[config.mk]
export PLATFORM = sky130hd
export DESIGN_NAME = uart_tx_sched
export DESIGN_NICKNAME = d
export VERILOG_FILES = /design/src/rtl/uart_tx_sched.sv
export SDC_FILE = /design/constraint.sdc
export NUM_CORES = 1
export LEC_CHECK = 0
export BUFFER_PORTS_ARGS = -buffer_cell sky130_fd_sc_hd__clkbuf_2
export CORE_MARGIN = 10
export CORE_UTILIZATION = 47
export DETAILED_ROUTE_END_ITERATION = 10
export GPL_ROUTABILITY_DRIVEN = 0
export GPL_TIMING_DRIVEN = 0
export MAX_ROUTING_LAYER = met4
export PLACE_DENSITY_LB_ADDON = 0.1
export SLEW_MARGIN = 25
export SYNTH_ARGS = -nofsm -noshare
export SYNTH_HDL_FRONTEND = slang
export SYNTH_SLANG_ARGS = --single-unit
[constraint.sdc]
create_clock -name CLK -period 1.95 [get_ports CLK]
set_clock_uncertainty 0.15 [all_clocks]
set_input_delay 0.0975 -clock CLK [delete_from_list [all_inputs] [get_ports CLK]]
set_output_delay 0.0975 -clock CLK [all_outputs]
set_load 0.05 [all_outputs]
[src/rtl/uart_tx_sched.sv]
// Round-robin byte scheduler between register-file (A) and ALU-word (B) requesters, feeding the UART TX serializer.
// Optional Busy-rise watchdog: define TX_WATCHDOG_EN.
module uart_tx_sched #(
    parameter int DATA_WIDTH = 8,
    parameter int WD_CYCLES  = 8
) (
    input  logic                    CLK,
    input  logic                    RST,
    input  logic                    REQ_A,
    input  logic [DATA_WIDTH-1:0]   DATA_A,
    output logic                    ACK_A,
    input  logic                    REQ_B,
    input  logic [2*DATA_WIDTH-1:0] DATA_B,
    output logic                    ACK_B,
    input  logic                    TX_BUSY,
    output logic [DATA_WIDTH-1:0]   TX_DATA,
    output logic                    TX_VALID,
    output logic                    SCHED_BUSY,
    output logic                    TX_ERR
);

    typedef enum logic [1:0] {IDLE, ISSUE, WAIT_HI, WAIT_LO} state_t;

    state_t                  state;
    logic                    last_b;
    logic [1:0]              bytes_left;
    logic [2*DATA_WIDTH-1:0] hold;
    logic                    grant_a;
    logic                    grant_b;
    logic                    wd_abort;

    if (WD_CYCLES < 1) begin : g_bad_wd
        $error("WD_CYCLES must be at least 1");
    end

    always_comb begin
        grant_a = (state == IDLE) && REQ_A && (!REQ_B || last_b);
        grant_b = (state == IDLE) && REQ_B && !grant_a;
    end

    // The current byte always sits in the low lane of the hold register.
    assign TX_DATA  = hold[DATA_WIDTH-1:0];
    assign TX_VALID = (state == ISSUE) && !TX_BUSY;

    always_ff @(posedge CLK or negedge RST) begin
        if (!RST) begin
            state      <= IDLE;
            last_b     <= 1'b1;
            bytes_left <= 2'd0;
            hold       <= '0;
            ACK_A      <= 1'b0;
            ACK_B      <= 1'b0;
            SCHED_BUSY <= 1'b0;
        end else begin
            ACK_A <= grant_a;
            ACK_B <= grant_b;
            case (state)
                IDLE: begin
                    if (grant_a || grant_b) begin
                        state      <= ISSUE;
                        SCHED_BUSY <= 1'b1;
                        last_b     <= grant_b;
                        hold       <= grant_b ? DATA_B : {{DATA_WIDTH{1'b0}}, DATA_A};
                        bytes_left <= grant_b ? 2'd2 : 2'd1;
                    end
                end
                ISSUE: begin
                    if (!TX_BUSY) begin
                        state <= WAIT_HI;
                    end
                end
                WAIT_HI: begin
                    if (TX_BUSY) begin
                        state <= WAIT_LO;
                    end else if (wd_abort) begin
                        state      <= IDLE;
                        SCHED_BUSY <= 1'b0;
                        bytes_left <= 2'd0;
                    end
                end
                WAIT_LO: begin
                    if (!TX_BUSY) begin
                        bytes_left <= bytes_left - 2'd1;
                        if (bytes_left > 2'd1) begin
                            state <= ISSUE;
                            hold  <= {{DATA_WIDTH{1'b0}}, hold[2*DATA_WIDTH-1:DATA_WIDTH]};
                        end else begin
                            state      <= IDLE;
                            SCHED_BUSY <= 1'b0;
                        end
                    end
                end
                default: state <= IDLE;
            endcase
        end
    end

`ifdef TX_WATCHDOG_EN
    localparam int WD_W = $clog2(WD_CYCLES + 1);

    logic [WD_W-1:0] wd_cnt;

    // Abort on the edge that would complete the WD_CYCLES-th idle WAIT_HI cycle.
    assign wd_abort = (state == WAIT_HI) && !TX_BUSY && (wd_cnt == WD_W'(WD_CYCLES - 1));

    always_ff @(posedge CLK or negedge RST) begin
        if (!RST) begin
            wd_cnt <= '0;
            TX_ERR <= 1'b0;
        end else begin
            TX_ERR <= wd_abort;
            if (state != WAIT_HI) begin
                wd_cnt <= '0;
            end else if (!TX_BUSY && !wd_abort) begin
                wd_cnt <= wd_cnt + 1'b1;
            end
        end
    end
`else
    assign wd_abort = 1'b0;
    assign TX_ERR   = 1'b0;
`endif

endmodule

; Yosys cells after proc, flatten, opt, wreduce, memory -nomap -nowiden
; Cells that the tools add are included.
[op_classes]
n_addsub = 1
n_lt_le_gt_ge = 1
n_eq_ne = 9
n_mux = 19
n_reduce_logical = 17
[ops]
columns = cell, n
row1 = 2-to-1 mux 16 bit, 4
row2 = case mux 16 bit (2 select lines), 1
row3 = 2-to-1 mux 2 bit, 7
row4 = AND reduction 4 bit, 3
row5 = "inequality test 2 bit, second input constant", 5
row6 = case mux 2 bit (4 select lines), 1
row7 = logical AND 1 bit, 5
row8 = "equality test 2 bit, second input constant", 2
row9 = 2-to-1 mux 1 bit, 4
row10 = case mux 2 bit (2 select lines), 1
row11 = logical NOT 1 bit, 3
row12 = AND reduction 3 bit, 1
row13 = "equality test 2 x 1 -> 1 bit, second input constant", 1
row14 = "> comparator 2 x 1 -> 1 bit, second input constant", 1
row15 = logical NOT 2 bit, 1
row16 = logical OR 1 bit, 2
row17 = "inequality test 2 x 1 -> 1 bit, second input constant", 1
row18 = case mux 1 bit (2 select lines), 1
row19 = AND reduction 2 bit, 1
row20 = nonzero test 2 bit, 1
row21 = "subtractor 2 x 1 -> 2 bit, second input constant", 1
[totals]
ff_bits = 24
input_bits = 29
wordCells = 54

; Logic depth before layout (Yosys ltp)
; Gate-level depths: netlist of the first run.
[logic_depth]
ltp_word = 8
ltp_mapped = 7
ltp_nobuf = 5

; Least setup slack after synthesis of the first run
; Ideal clock, no wire load.
[synth_path]
path_type = register -> register
startpoint = register state[0]
endpoint = register state[1]
setup_time_ns = 0.125
arrival_ns = 1.622
slack_ns = 0.054
stages_incl_launch_ff = 6
period_less_slack_ns = 1.896
cell_sequence = dfrtp_1 > inv_1 > ha_1 > or3b_4 > o21ai_0 > mux2_2
[synth_via]
elab_chain_cells = 8
word_cells_on_any_way = 16
classes_between = eq/ne (7) / mux (1) / reduce/logical (8)
[synth_lines]
columns = element, line
row1 = start: declaration, 24  ; state_t state;
row2 = start signal: assignment, 47  ; state <= IDLE;
row3 = start signal: assignment, 60  ; state <= ISSUE;
row4 = start signal: assignment, 69  ; state <= WAIT_HI;
row5 = logical NOT 2 bit, "37, 38, 57"
row6 = logical AND 1 bit (2 in series), 37  ; grant_a = (state == IDLE) && REQ_A && (!REQ_B || last_b);
row7 = logical NOT 1 bit, 38  ; grant_b = (state == IDLE) && REQ_B && !grant_a;
row8 = logical AND 1 bit, 38
row9 = logical OR 1 bit, 59  ; if (grant_a || grant_b) begin
row10 = inequality test 2 x 1 -> 1 bit (no line), n/a
row11 = AND reduction 4 bit (no line), n/a
; Several ways; a longest one is shown, not always the timed one.
; A chain may end at the register's enable or synchronous reset.

; Final worst setup path of the first run
[layout_path]
startpoint = register state[0]
endpoint = register hold[3]
[layout_via]
elab_chain_cells = 8
word_cells_on_any_way = 16
classes_between = eq/ne (4) / mux (3) / reduce/logical (9)
[layout_lines]
columns = element, line
row1 = logical NOT 2 bit, "37, 38, 57"
row2 = logical AND 1 bit (2 in series), 37
row3 = logical NOT 1 bit, 38
row4 = logical AND 1 bit, 38
row5 = 2-to-1 mux 16 bit / logical OR 1 bit (equally long branches), "63, 59"
row6 = 2-to-1 mux 16 bit / inequality test 2 x 1 -> 1 bit (equally long branches), n/a
row7 = case mux 16 bit (2 select lines) / AND reduction 4 bit (equally long branches), n/a
row8 = end signal: assignment, 63  ; hold <= grant_b ? DATA_B : {{DATA_WIDTH{1'b0}}, DATA_A};
row9 = end signal: assignment, 86  ; hold <= {{DATA_WIDTH{1'b0}}, hold[2*DATA_WIDTH-1:DATA_WIDTH]};
row10 = end: declaration, 27  ; logic [2*DATA_WIDTH-1:0] hold;
; Several ways; a longest one is shown, not always the timed one. The select of a mux whose other input is x is not followed.

==> key figures, run 1 <==
Status
  – Outcome: finished clean

Global route
  – Initial antenna violation count: 0
  – Total grt overflow: 0
  – Largest net degree at the start of global routing: 25
  – Vias in the first global route: 1367
  – First-pass GRT wire length: 6658 um
  – Total track usage: 14.06%

Layout
  – Area Growth Syn to Fin: 41.75%
  – Share of layout cells above drive strength 1: 43.40%
  – Commonest non-fill, non-tap cell in the layout: clkbuf_2
  – Most frequent cells in the layout: clkbuf_2 (40), dfrtp_1 (22), buf_4 (19), dlygate4sd3_1 (18), a21oi_1 (10)
  – Nets@finish: 248
  – Fin cells: 256
  – N_diodes: 0

Floorplanning
  – # IOs: 42
  – Die X: 76.52 um
  – Die Area: 5855 um2
  – Starting density of the core: 49.18%
  – Die Ht: 76.52 um
  – Core area: 3053 um2
  – Row count: 20

Worst setup path
  – CP arrival: 2.01 ns
  – Worst reg2reg path endpoint: hold[3]
  – Crit path cell chain: inv_2, ha_4, or3b_4, buf_6, o221a_4, o32a_1
  – Max Fanout on Critical Path: 8
  – Worst setup SP type: flip-flop
  – Worst reg2reg startpoint: state[0]
  – Reg-to-reg setup timing slack: 0.03 ns
  – R2R cell count: 6
  – Slowest cell on crit path: dfrtp_1
  – Highest cell delay on the worst timing path: 0.46 ns
  – WP data required: 2.04 ns
  – Setup crit end kind: flip-flop
  – Critical path class: reg2reg

Clock tree
  – CTS tree: built
  – H-tree levels: 1
  – Max Buffers Root-to-Sink: 2
  – Clock transition at path regs: 0.14 ns
  – CTS Root Cell: clkbuf_4
  – Clock sink total: 24
  – Insertion delay to the later sink of the worst-skew pair: 0.34 ns
  – Inserted Clock Buffers: 3

Pwr
  – Cell area power density: 1623 nW/um2
  – Max VDD drop: 603.3 uV
  – Lkg Pwr: 1.003 nW

Detailed routing
  – Via-to-Cell Ratio: 5.266
  – DRT Wirelength: 4027 um
  – DRC: 0
  – Wire per inst: 15.73 um
  – Starting DRT DRC Count: 45
  – Via total after detailed routing: 1348
  – First drt pass iteration count: 4
  – Routed Antenna Nets: 0

Hold path
  – Hold-critical path depth: 4
  – Worst hold path startpoint: DATA_A[0]
  – Worst Hold Class: in2reg
  – Hold EP: hold[0]

Run
  – # Max-Cap Violations: 0

Logic synthesis
  – Synth top area share: 38.33%
  – Sequential area share after synthesis: 40.08%
  – Ys Warns: 0
  – Synth area leaders: dfrtp_1 (38%), buf_4 (6.0%), o32a_1 (5.3%), ha_1 (5.0%), nor3b_1 (5.0%)
  – Cell Area, Synth: 1501 um2
  – Syn Inst Count: 142
  – EDFF count, synth: 0
  – Ys flop type: dfrtp_1
  – Cell variety after synth: 37
  – Syn_area_per_cell: 10.57 um2
  – Seq cells post-synth: 24
  – Net count after synthesis: 177
  – Cell taking the most area after synthesis: dfrtp_1
  – Post-synthesis async set-or-reset flop share: 100.0%

Timing
  – Slew Limit Fails: 0
  – Final setup fails: 0
  – Fmax: 520.8 MHz
  – Slew headroom: 60.79%
  – RSZ-0062 raised after global routing: yes
  – Period utilization: 98.47%
  – Worst Tran Pin Value: 0.5881 ns
  – Crit path time final: 1.920 ns
  – Worst hold slack: 0.003106 ns
  – Final Hold Fails: 0

Placement
  – Placed Cells: 226
  – Post-DP HPWL: 2831 um
  – IO Port Bufs: 40
metal layers:
| layer | vias up | GRT usage [%] | wire, um |
|---|---|---|---|
| li1 | 663 | - | - |
| met1 | 639 | 16.40 | 1759 |
| met2 | 41 | 22.70 | 1981 |
| met3 | 5 | 3.420 | 215 |
| met4 | 0 | 5.576 | 70 |
| met5 | - | - | 0 |
cells in the mapped netlist (2+ instances only):
master	number
dfrtp_1	23
buf_4	12
a21oi_1	10
nor3b_1	10
a22o_1	8
and3_1	8
nand2b_1	8
o221ai_1	8
o32a_1	8
ha_1	6
clkbuf_1	4
inv_1	4
nor2b_1	3
a22oi_1	2
and2_1	2
and2b_2	2
mux2_2	2
mux2i_1	2
o21ai_0	2
worst max-delay path: cells and delay by family, from the launching register on:
kind	cells	cell delay, ns
flip-flops	1	0.46
AND/OR/NAND/NOR	1	0.44
AO/OA/AOI/OAI	2	0.34
buffers and inverters	2	0.27
adder cells (fa/ha/maj)	1	0.16
kinds of logic (layout without fill, tap and decap cells):
group / count (synthesis) / after routing / share of synthesized area [%]
other cells: 1 / 1 / 0.2498
fa+ha+maj: 6 / 6 / 5.000
simple gates: 37 / 37 / 16.67
buf+inv: 25 / 95 / 10.50
mux: 4 / 4 / 2.833
flops: 24 / 24 / 40.08
compound gates: 45 / 45 / 24.67
power breakdown:
part | total (mW) | switching, mW | internal [mW] | leakage [nW]
logic | 2.25 | 1.21 | 1.04 | 0.689
clock network | 0.282 | 0.167 | 0.115 | 0.0210
registers | 0.923 | 0.175 | 0.749 | 0.294
how the worst max path moves through the flow:
stage / to / start / slack [ns] / cells after the start
3_5_place_dp: hold[2] / bytes_left[1] / -0.20 / 7
4_1_cts: hold[3] / state[1] / 0.005 / 6
6_report: hold[3] / state[0] / 0.03 / 6
2_1_floorplan: state[1] / state[0] / 0.05 / 5
5_1_grt: hold[6] / state[0] / -0.01 / 6
3_3_place_gp: hold[2] / bytes_left[1] / -0.16 / 7
final cells by class:
class / count / area (um2)
buffer: 19 / 140.1
fill: 234 / 924.6
inverter: 5 / 21.27
sequential: 24 / 603.1
tap: 44 / 55.05
multi-input combinational: 93 / 820.8
timing repair buffer: 67 / 451.7
clock buffer: 4 / 36.28
through the flow:
stage / instance area [um2] / setup WS (ns) / utilization, % / total power, mW / setup TNS (ns)
floorplan: 1501 / 0.05376 / - / 2.445 / 0
global placement: 1757 / -0.1582 / 57.54 / 2.803 / -1.721
detailed placement: 1757 / -0.1996 / 57.54 / 2.869 / -2.917
CTS: 2012 / 0.005453 / 65.90 / 3.272 / 0
global route: 2128 / -0.01354 / 69.71 / 3.693 / -0.06695
finish: 2128 / 0.02977 / 69.71 / 3.455 / 0
state kept, by name, summed over array words and instances, names as in the netlist:
name / count
ACK_A: 1
ACK_B: 1
SCHED_BUSY: 1
bytes_left: 2
hold: 16
last_b: 1
state: 2
repair_timing:
action,CTS,global route
cloned,0,1
hold buffers,18,0
resized for setup,9,15
pin swaps,0,2
buffers inserted,1,7
hold endpoints to repair,42,0
endpoints found under the setup margin,19,17
No activity file was read; power rests on OpenSTA's default activity.
==> run 2: changes to the inputs <==
--- a/config.mk
+++ b/config.mk
@@ -5,7 +5,7 @@
 export SDC_FILE = /design/constraint.sdc
 export NUM_CORES = 1
 export LEC_CHECK = 0
-export BUFFER_PORTS_ARGS = -buffer_cell sky130_fd_sc_hd__clkbuf_2
+export BUFFER_PORTS_ARGS = -buffer_cell sky130_fd_sc_hd__buf_2
 export CORE_MARGIN = 10
 export CORE_UTILIZATION = 47
 export DETAILED_ROUTE_END_ITERATION = 10
==> run 2 against run 1 <==
Non-clock buffer count decreased by 2. Total power increased by 1.3%. First-iteration DRC count increased by 62%. Die area unchanged. Fmax increased by 0.82%. Sequential share of layout area increased by 0.19 points. Critical path type unchanged. Highest routed layer unchanged.
==> key figures, run 2 (synthesized netlist as in run 1, its figures left out) <==
Floorplanning
  – Row count: 20 (unchanged)
  – Die Ht: 76.52 um (unchanged)
  – Core area: 3053 um2 (unchanged)
  – # IOs: 42 (unchanged)
  – Starting density of the core: 49.18% (unchanged)
  – Die Area: 5855 um2 (unchanged)
  – Die X: 76.52 um (unchanged)

Layout
  – Register with the most flip-flops: hold
  – Fin cells: 254 (-0.78%)
  – Area of the multi-input gates: 812.0 um2 (-1.1%)
  – Area Growth Syn to Fin: 40.50%
  – Largest register FFs: 16 (unchanged)
  – Fillers: 252 (+7.7%)
  – Finished Cell Area: 2110 um2 (-0.88%)
  – Share of layout cells above drive strength 1: 42.38% (-1.0 points)
  – Sequential cell area: 601.8 um2 (-0.21%)
  – Biggest regs: hold (16), bytes_left (2), state (2)
  – Final design utilization: 69.10% (-0.61 points)
  – N_diodes: 0 (unchanged)
  – Most frequent cells in the layout: buf_2 (41), dfrtp_1 (23), buf_4 (19), dlygate4sd3_1 (18), a21oi_1 (10)
  – Nets@finish: 246 (-0.81%)
  – Commonest non-fill, non-tap cell in the layout: buf_2

Clock tree
  – CTS tree: built
  – Inserted Clock Buffers: 3 (unchanged)
  – Clock transition at path regs: 0.15 ns (about the same)
  – H-tree levels: 1 (unchanged)
  – Clock sink total: 24 (unchanged)
  – CTS Root Cell: clkbuf_4
  – Max Buffers Root-to-Sink: 2 (unchanged)
  – Insertion delay to the later sink of the worst-skew pair: 0.33 ns (about the same)

Pwr
  – Sequential Power Share: 26.0% (-0.7 points)
  – Power share of the combinational group: 63.2% (-1.9 points)
  – Sw Share: 43.85% (-1.0 points)
  – Cell area power density: 1659 nW/um2 (+2.2%)
  – P_sw: 1.534 mW (-1.1%)
  – P_int: 1.964 mW (+3.2%)
  – Lkg Pwr: 0.9903 nW (-1.3%)
  – Max VDD drop: 749.8 uV (+24%)
  – Clock power share: 10.8% (+2.6 points)

Detailed routing
  – Via-to-Cell Ratio: 5.346 (+1.5%)
  – DRT Wirelength: 4040 um (+0.32%)
  – Via total after detailed routing: 1358 (+0.74%)
  – Starting DRT DRC Count: 73 (+62%)
  – First drt pass iteration count: 4 (unchanged)
  – Wire per inst: 15.91 um (+1.1%)
  – DRC: 0 (unchanged)
  – Routed Antenna Nets: 0 (unchanged)

Hold path
  – Worst Hold Class: in2reg

Placement
  – Placement Cell Area: 1757 um2 (unchanged)
  – Post-DP HPWL: 2804 um (-0.96%)
  – Placed Cells: 226 (unchanged)
  – IO Port Bufs: 40 (unchanged)

Run
  – # Max-Cap Violations: 0 (unchanged)

Worst setup path
  – Worst setup SP type: flip-flop
  – Critical path class: reg2reg
  – Setup crit end kind: flip-flop
  – Buf+Inv Stages, Crit Path: 1 (-1)
  – Slowest cell on crit path: dfrtp_1
  – Crit path max-delay family: flip-flops
  – WP data required: 2.03 ns (about the same)
  – Max Fanout on Critical Path: 6 (-2)
  – Crit path cell chain: inv_2, ha_4, or3b_4, o21ai_1, mux2_2
  – Highest cell delay on the worst timing path: 0.43 ns (-0.03 ns)
  – CP arrival: 1.99 ns (-0.02 ns)

Status
  – Outcome: finished clean

Timing
  – Final Hold Fails: 0 (unchanged)
  – Slew Limit Fails: 0 (unchanged)
  – Worst hold slack: 0.005632 ns (+0.002525 ns)
  – Final setup fails: 0 (unchanged)
  – Crit path time final: 1.905 ns (-0.01560 ns)
  – Fmax: 525.0 MHz (+0.82%)
  – Slew headroom: 63.55% (+2.8 points)
  – RSZ-0062 raised after global routing: yes
  – Worst Tran Pin Value: 0.5467 ns (-0.04139 ns)
  – Period utilization: 97.67% (-0.80 points)

Global route
  – Total track usage: 14.10% (+0.039 points)
  – Initial antenna violation count: 0 (unchanged)
  – Total grt overflow: 0 (unchanged)
  – Largest net degree at the start of global routing: 25 (unchanged)
  – Vias in the first global route: 1357 (-0.73%)
  – First-pass GRT wire length: 6713 um (+0.83%)
[run 2: changes by cell type in the layout (fill, tap and decap cells not counted), sizes merged]
cell    before  now
buf         25   62
bufinv       0    1
clkbuf      47    7
[run 2: path summary, 6_finish.rpt]
path | startpoint | to | slack, ns | depth (start not counted)
setup / recovery | state[0] | state[1] | 0.05 | 5
hold reg to reg | hold[6] | hold[6] | 0.37 | 1
hold / removal | DATA_A[0] | hold[0] | 0.006 | 4
max in group asynchronous | RST | last_b | 1.17 | 2
min in group asynchronous | RST | hold[2] | 0.11 | 2
setup reg to reg | state[0] | state[1] | 0.05 | 5
[run 2: worst reg2reg max path, stage by stage, from the launching register on]
cell	delay, ns
dfrtp_1	0.43
inv_2	0.10
ha_4	0.16
or3b_4	0.43
o21ai_1	0.17
mux2_2	0.36
[run 2: what timing repair did]
| action | 4_1_cts | 5_1_grt |
|---|---|---|
| setup buffers | 1 | 6 |
| setup endpoints to repair | 18 | 11 |
| endpoints found under the hold margin | 42 | 0 |
| gates cloned | 0 | 0 |
| hold buffers | 18 | 0 |
| resized for setup | 9 | 8 |
[run 2: metrics by stage]
step / power (mW) / TNS [ns] / setup WS, ns
after global routing: 3.733 / -0.007036 / -0.005410
after CTS: 3.347 / 0 / 0.02860
after floorplan: 2.445 / 0 / 0.05376
final: 3.499 / 0 / 0.04537
after global placement: 2.802 / -1.713 / -0.1578
after detailed placement: 2.867 / -2.833 / -0.1958
[run 2: final cells by class]
cell class	instances	share of cell area, %
plain buffers	19	6.465
clock buffers	3	1.068
clock inverters	1	1.423
inverters	5	0.8897
multi-input cells	93	38.49
flip-flops and latches	24	28.53
well taps	44	2.610
repair buffers	65	20.52
[run 2: power by group through the flow]
stage	combinational (mW)	clock [mW]	sequential, mW
after floorplan	1.51	0	0.933
after global placement	1.92	0	0.885
after detailed placement	1.96	0	0.902
after CTS	2.08	0.375	0.894
after global routing	2.41	0.398	0.929
final	2.21	0.377	0.910
[run 2: layer usage]
layer  track usage [%]  routed length [um]  vias up  part of all wire [%]
met5                 -                   0        -                     0
li1                  -                   -      663                     -
met2             23.38                1920       50                    48
met4             4.089                  86        0                   2.1
met1             16.51                1807      636                    45
met3             3.420                 226        9                   5.6
